File: config.mk
export PLATFORM = sky130hd
export DESIGN_NAME = seq_divider_flat
export DESIGN_NICKNAME = d
export VERILOG_FILES = /design/src/rtl/seq_divider_if.sv /design/src/rtl/seq_divider.sv /design/src/flat_wrapper.sv
export SDC_FILE = /design/constraint.sdc
export NUM_CORES = 1
export LEC_CHECK = 0
export CAP_MARGIN = 15
export CORE_AREA = 10 10 117 119
export CTS_CLUSTER_DIAMETER = 50
export DETAILED_ROUTE_END_ITERATION = 10
export DIE_AREA = 0 0 127 129
export HOLD_SLACK_MARGIN = 0.15
export RECOVER_POWER = 100
export SYNTH_ARGS = -nofsm -noshare
export SYNTH_HDL_FRONTEND = slang
export SYNTH_SLANG_ARGS = --single-unit
File: constraint.sdc
create_clock -name clk -period 7.6 [get_ports clk]
set_input_delay 1.52 -clock clk [delete_from_list [all_inputs] [get_ports clk]]
set_output_delay 1.52 -clock clk [all_outputs]
set_load 0.01 [all_outputs]
File: src/rtl/seq_divider_if.sv
`default_nettype none
// ============================================================================
// Module   : seq_divider_if
// Brief    : Start/operand/result bundle for the sequential divider.
// Revision : 1.0 - initial release
// ============================================================================
interface seq_divider_if #(
  parameter int N = 8
);
  logic         start;
  logic [N-1:0] A;
  logic [N-1:0] B;
  logic [N-1:0] Q;
  logic [N-1:0] R;
  logic         busy;
  logic         done;
  logic         div_by_zero;

  modport master (
    output start, A, B,
    input  Q, R, busy, done, div_by_zero
  );

  modport slave (
    input  start, A, B,
    output Q, R, busy, done, div_by_zero
  );
endinterface
`default_nettype wire

File: src/rtl/seq_divider.sv
`default_nettype none
// ============================================================================
// Module   : seq_divider
// Brief    : N-bit unsigned restoring divider, one quotient bit per clock.
// Revision : 1.0 - initial release
// ============================================================================
module seq_divider #(
  parameter int N = 8
) (
  input  wire logic    clk,
  input  wire logic    rst_n,
  seq_divider_if.slave bus
);

  localparam int c_cnt_w = $clog2(N) + 1;
  localparam logic [c_cnt_w-1:0] c_last = c_cnt_w'(N - 1);

  typedef enum logic [1:0] {
    S_IDLE = 2'd0,
    S_CALC = 2'd1,
    S_DONE = 2'd2
  } state_t;

  state_t               r_state;
  logic [N-1:0]         r_qsr;
  logic [N-1:0]         r_div;
  logic [N-1:0]         r_rem;
  logic [c_cnt_w-1:0]   r_cnt;
  logic [N-1:0]         r_q;
  logic [N-1:0]         r_r;
  logic                 r_busy;
  logic                 r_done;
  logic                 r_dbz;

  logic [N:0]           w_s;
  logic [N:0]           w_d;
  logic [N-1:0]         w_rem_nxt;
  logic [N-1:0]         w_qsr_nxt;

  // A kept remainder is always below the divisor, so N bits hold it.
  assign w_s       = {r_rem, r_qsr[N-1]};
  assign w_d       = w_s - {1'b0, r_div};
  assign w_rem_nxt = w_d[N] ? w_s[N-1:0] : w_d[N-1:0];
  assign w_qsr_nxt = {r_qsr[N-2:0], ~w_d[N]};

  always_ff @(posedge clk or negedge rst_n) begin
    if (!rst_n) begin
      r_state <= S_IDLE;
      r_qsr   <= '0;
      r_div   <= '0;
      r_rem   <= '0;
      r_cnt   <= '0;
      r_q     <= '0;
      r_r     <= '0;
      r_busy  <= 1'b0;
      r_done  <= 1'b0;
      r_dbz   <= 1'b0;
    end else begin
      case (r_state)
        S_IDLE: begin
          r_done <= 1'b0;
          r_dbz  <= 1'b0;
          if (bus.start) begin
            r_qsr <= bus.A;
            r_div <= bus.B;
            r_rem <= '0;
            r_cnt <= '0;
            if (bus.B != '0) begin
              r_state <= S_CALC;
              r_busy  <= 1'b1;
            end else begin
              r_state <= S_DONE;
            end
          end
        end
        S_CALC: begin
          r_rem <= w_rem_nxt;
          r_qsr <= w_qsr_nxt;
          r_cnt <= r_cnt + 1'b1;
          if (r_cnt == c_last) begin
            r_state <= S_DONE;
            r_busy  <= 1'b0;
            r_done  <= 1'b1;
            r_dbz   <= 1'b0;
            r_q     <= w_qsr_nxt;
            r_r     <= w_rem_nxt;
          end
        end
        S_DONE: begin
          // Divide-by-zero enters with done low and presents its result one edge later.
          if (r_done) begin
            r_done  <= 1'b0;
            r_dbz   <= 1'b0;
            r_state <= S_IDLE;
          end else begin
            r_done <= 1'b1;
            r_dbz  <= 1'b1;
            r_q    <= '1;
            r_r    <= r_qsr;
          end
        end
        default: r_state <= S_IDLE;
      endcase
    end
  end

  assign bus.Q           = r_q;
  assign bus.R           = r_r;
  assign bus.busy        = r_busy;
  assign bus.done        = r_done;
  assign bus.div_by_zero = r_dbz;

endmodule
`default_nettype wire

File: src/flat_wrapper.sv
// flat-port wrapper written by rule: the top's interface ports become plain ports
module seq_divider_flat 
#(
  parameter int N = 8
)
  (clk, rst_n, bus_start, bus_A, bus_B, bus_Q, bus_R, bus_busy, bus_done, bus_div_by_zero);
  seq_divider_if #(.N(N)) bus_i ();
  input  wire logic clk;
  input  wire logic rst_n;
  input wire logic [$bits(bus_i.start)-1:0] bus_start;
  input wire logic [$bits(bus_i.A)-1:0] bus_A;
  input wire logic [$bits(bus_i.B)-1:0] bus_B;
  output wire logic [$bits(bus_i.Q)-1:0] bus_Q;
  output wire logic [$bits(bus_i.R)-1:0] bus_R;
  output wire logic [$bits(bus_i.busy)-1:0] bus_busy;
  output wire logic [$bits(bus_i.done)-1:0] bus_done;
  output wire logic [$bits(bus_i.div_by_zero)-1:0] bus_div_by_zero;
  assign bus_i.start = bus_start;
  assign bus_i.A = bus_A;
  assign bus_i.B = bus_B;
  assign bus_Q = bus_i.Q;
  assign bus_R = bus_i.R;
  assign bus_busy = bus_i.busy;
  assign bus_done = bus_i.done;
  assign bus_div_by_zero = bus_i.div_by_zero;
  seq_divider #(.N(N)) u_core (.clk(clk), .rst_n(rst_n), .bus(bus_i));
endmodule
=== After elaboration in Yosys (flattened, before gate mapping) ===
Cells that the tools add are included.

* Bits in registers: 49
* Bits of input ports: 19
* Output and inout port bits: 19

* Add/sub/neg operators: 2
* Equal/unequal tests: 8
* Multiplexer cells: 26
* Bitwise operators: 1
* Reduce and logical (&&, ||, !) cells: 11

{| class="wikitable"
|+ Operators by type and width
! operator !! count
|-
| $pmux 8 s2 || 4
|-
| $mux 8 || 7
|-
| $sub 9x8->9 || 1
|-
| $mux 2 || 4
|-
| $pmux 4 s2 || 1
|-
| $reduce_bool 8->1 || 1
|-
| $ne 2x1->1 const B || 3
|-
| $pmux 1 s3 || 2
|-
| $pmux 2 s3 || 1
|-
| $reduce_and 2->1 || 3
|-
| $reduce_and 3->1 || 2
|-
| $mux 1 || 5
|-
| $add 4x1->4 const B || 1
|-
| $eq 4x3->1 const B || 1
|-
| $mux 4 || 1
|-
| $ne 2x2->1 const B || 2
|-
| $reduce_and 4->1 || 1
|-
| $reduce_bool 2->1 || 2
|-
| $reduce_bool 3->1 || 1
|-
| $eq 2x1->1 const B || 1
|-
| $eq 2x2->1 const B || 1
|-
| $logic_not 2->1 || 1
|-
| $pmux 1 s2 || 1
|-
| $not 1->1 || 1
|}

=== Longest topological paths before layout ===
* Depth in word-level cells: 4
* Mapped depth: 10

=== Least setup slack after synthesis ===
OpenSTA, ideal clock, no wires.

* Kind: input -> register
* Start point: in bus_B[3]
* End point: reg u_core.r_state[0]
* Data arrival time: 2620 ps
* Setup slack: 4859 ps
* Stages on the path: 4
* Buffers on the path: 0
* Path through: or4_1 -> o21ai_0 -> o22ai_1 -> a22o_1

* Longest elaborated chain between the ends: 4

{| class="wikitable"
|+ RTL lines
! what !! RTL line !! text
|-
| start, declared || flat_wrapper.sv:12 || <nowiki>input wire logic [$bits(bus_i.B)-1:0] bus_B;</nowiki>
|-
| $reduce_bool 8->1 || seq_divider.sv:68 || <nowiki>if (bus.B != '0) begin</nowiki>
|-
| $mux 2 || seq_divider.sv:68 ||
|-
| $mux 2 || seq_divider.sv:63 || <nowiki>if (bus.start) begin</nowiki>
|-
| $pmux 2 s3 || seq_divider.sv:59 || <nowiki>case (r_state)</nowiki>
|-
| end signal, assigned || seq_divider.sv:69 || <nowiki>r_state <= S_CALC;</nowiki>
|-
| end signal, assigned || seq_divider.sv:72 || <nowiki>r_state <= S_DONE;</nowiki>
|-
| end signal, assigned || seq_divider.sv:81 || <nowiki>r_state <= S_DONE;</nowiki>
|-
| end, declared || seq_divider.sv:24 || <nowiki>state_t r_state;</nowiki>
|}

Every way passes these cells. The select of a mux whose other input is x is not followed.
A chain may end at the register's enable or synchronous reset.

==> reports/qor.csv <==
metric;value;unit
peak supply drop;0.136;mV
Worst path top cell family by delay;buffers and inverters;
critical path arrival;3.54;ns
post-synth net total;329;
FP Rows;39;
grt met3 use;0.0242;
fin crit period;3.73;ns
dpl cell area;0.00331;mm^2
Layout Skew;0.00720;ns
later-pin clock latency in the skew report;0.29;ns
root buf cell;clkbuf_16;
Post-CTS Resized;0;
Slowest cell on crit path;clkbuf_1;
worst endpoint required time;7.41;ns
outcome;complete, but fails checks;
Setup CP Type;in -> async;
Area growth, synth to finish;22.2;%
total chip power;1.44;mW
largest cells by area after synthesis;dfrtp_1 (44%), ha_1 (5.8%), mux2_2 (5.2%), o21ai_0 (4.8%), a21oi_1 (4.6%);
Initial Util;0.248;
Worst setup SP type;input pin;
Worst Max-Slew Pin Slew;2.72;ns
Peak Freq;268;MHz
worst path bufs/invs;2;
commonest non-fill, non-tap cell in the layout;dfrtp_1;
top_reg_cell synth;dfrtp_1;
DR pass1 iterations;4;
unrepaired setup endpoints after global routing;false;
Setup violations, final;0;
vias in the first global route;2289;
chip width;127;um
reg2reg path depth;8;
unique cell type count in the Yosys netlist;42;
post-route ant nets;0;
CP endpoint kind;asynchronous set/reset pin;
largest net degree at the start of global routing;50;
Mean Syn Cell Area;9.48;um^2
die footprint;0.0164;mm^2
port bufs;37;
DR iter-0 viols;97;
CP max stage delay;1.92;ns
number of H-tree levels;2;
final setup margin;3.87;ns
clock-pin slew on the worst setup and hold paths;0.07;ns
post-synth top area share;0.437;
max-cap viol count;1;
gr usage total;0.0860;
post-route DRC violation count;0;
TritonCTS Buffers;5;
Seq/Total Area, Yosys;0.437;
clk sink count;49;
hold-fix buffer count after cts;0;
share of post-route cells with drive strength above 1;0.0760;
leak pwr;1.46;nW
die height;129;um
DR WL/cell;15.0;um
CTS tree;done;
total grt overflow;0;
final max-slew violation count;50;
most frequent cells in the layout;dfrtp_1 (49), nor2_1 (31), o21ai_0 (27);
global placer's final weighted congestion;0.786;
Placed Cells;465;
total negative setup slack;0;ns
FFs w/ async S/R, synth;1.00;
failing checks;capacitance limit, slew limit;
Cell Chain, Critical Path;buf_2, clkbuf_1;
Synth warnings;0;
Power Density;420;mW/mm^2
vias per std cell;4.82;
cell area after layout;0.00343;mm^2
# Post-CTS Setup Buffers;0;
M1 GR Usage;0.117;
detailed placer's ending HPWL;5.28;mm
Hold Crit Depth;1;
Seq cells post-synth;49;
DR vias;2277;
GR peak layer;met2;
Hold Vio Cnt, Final;0;
num ports;38;
crit-path max FO;49;
Syn Inst Count;296;
fin crit share;0.491;
M2 GR Usage;0.131;
first-pass GRT wire length;11.7;mm
Mapped Area;0.00281;mm^2
nets;362;
pre-CTS WS;4.20;ns
Diodes inserted;0;
core region area;0.0113;mm^2
Hold Path Class;reg -> reg;
Longest Clk Path Bufs;2;
max_slew headroom;-0.813;
Worst path depth;2;
Fillers;1212;
Layout Cells excl Fill;472;
initial antenna violation count;0;
WL final;7.10;mm
number of synthesized flops with an enable pin;0;
Synth area leader;dfrtp_1;
==> synth_stat cells (2+ instances only) <==
| library cell | count |
|---|---|
| a2111oi_0 | 2 |
| a211oi_1 | 6 |
| a211oi_2 | 2 |
| a21oi_1 | 26 |
| a221o_1 | 2 |
| a221oi_1 | 2 |
| a22o_1 | 3 |
| a22oi_1 | 2 |
| a31oi_1 | 2 |
| and2_1 | 2 |
| and3_1 | 2 |
| buf_6 | 2 |
| clkbuf_1 | 12 |
| dfrtp_1 | 49 |
| ha_1 | 13 |
| inv_1 | 18 |
| mux2_2 | 13 |
| mux2i_1 | 13 |
| nand2_1 | 21 |
| nand2b_1 | 4 |
| nand3_1 | 3 |
| nand3b_1 | 8 |
| nand4b_1 | 2 |
| nor2_1 | 31 |
| nor3_1 | 2 |
| o211ai_1 | 2 |
| o21ai_0 | 27 |
| o22ai_1 | 6 |
| o31ai_1 | 2 |
| or2_2 | 2 |
| or4_1 | 2 |
| xor2_1 | 3 |
==> per-layer routing <==
layer | vias up | part of all wire
met5 | - | 0
met4 | 0 | 0.0089
met3 | 6 | 0.048
met2 | 51 | 0.44
met1 | 1090 | 0.50
li1 | 1130 | -
==> final cells by class <==
class                      instances  area [um^2]  area share
tap                              143          179      0.0522
clock inverter                     2         16.3     0.00475
sequential                        49         1230       0.358
inverter                          18         67.6      0.0197
multi-input combinational        214         1430       0.417
clock buffer                       5          125      0.0365
timing repair buffer              41          384       0.112
==> through the flow <==
step                utilization  hold WS, ns
CTS                       0.305        0.521
global route              0.303        0.533
detailed placement        0.292        0.506
floorplan                     -        0.472
global placement          0.292        0.498
finish                    0.303        0.513
==> power breakdown <==
part	switching, mW	internal, mW	total [mW]
logic	0.439	0.334	0.772
registers	0.0828	0.367	0.450
clock network	0.0971	0.121	0.218
==> worst paths after layout <==
check / from / end / slack, ns
hold / removal: u_core.bus.div_by_zero / u_core.bus.div_by_zero / 0.51
setup / recovery: rst_n / u_core.r_rem[5] / 3.87
min in group asynchronous: rst_n / u_core.r_cnt[3] / 2.19
max in group clk: bus_start / u_core.r_cnt[2] / 4.09
hold reg to reg: u_core.bus.div_by_zero / u_core.bus.div_by_zero / 0.51
setup reg to reg: u_core.r_state[0] / u_core.bus.R[7] / 4.46
==> flip-flops by register name, summed over array words and instances (netlist names) <==
register	cells
u_core.r_cnt	4
u_core.r_rem	8
u_core.bus.done	1
u_core.bus.Q	8
u_core.r_div	8
u_core.bus.busy	1
u_core.bus.div_by_zero	1
u_core.r_state	2
u_core.bus.R	8
u_core.r_qsr	8
==> cells by family after synthesis <==
| family | Yosys count | synth area share |
|---|---|---|
| adders and majority gates | 14 | 0.0651 |
| and+or+nand+nor | 82 | 0.142 |
| muxes | 26 | 0.0986 |
| xor gates and xnor gates | 4 | 0.0125 |
| DFF | 49 | 0.437 |
| AOI/OAI and AO/OA | 88 | 0.195 |
| buffers and inverters | 33 | 0.0500 |
Power figures use the tool's default switching activity.
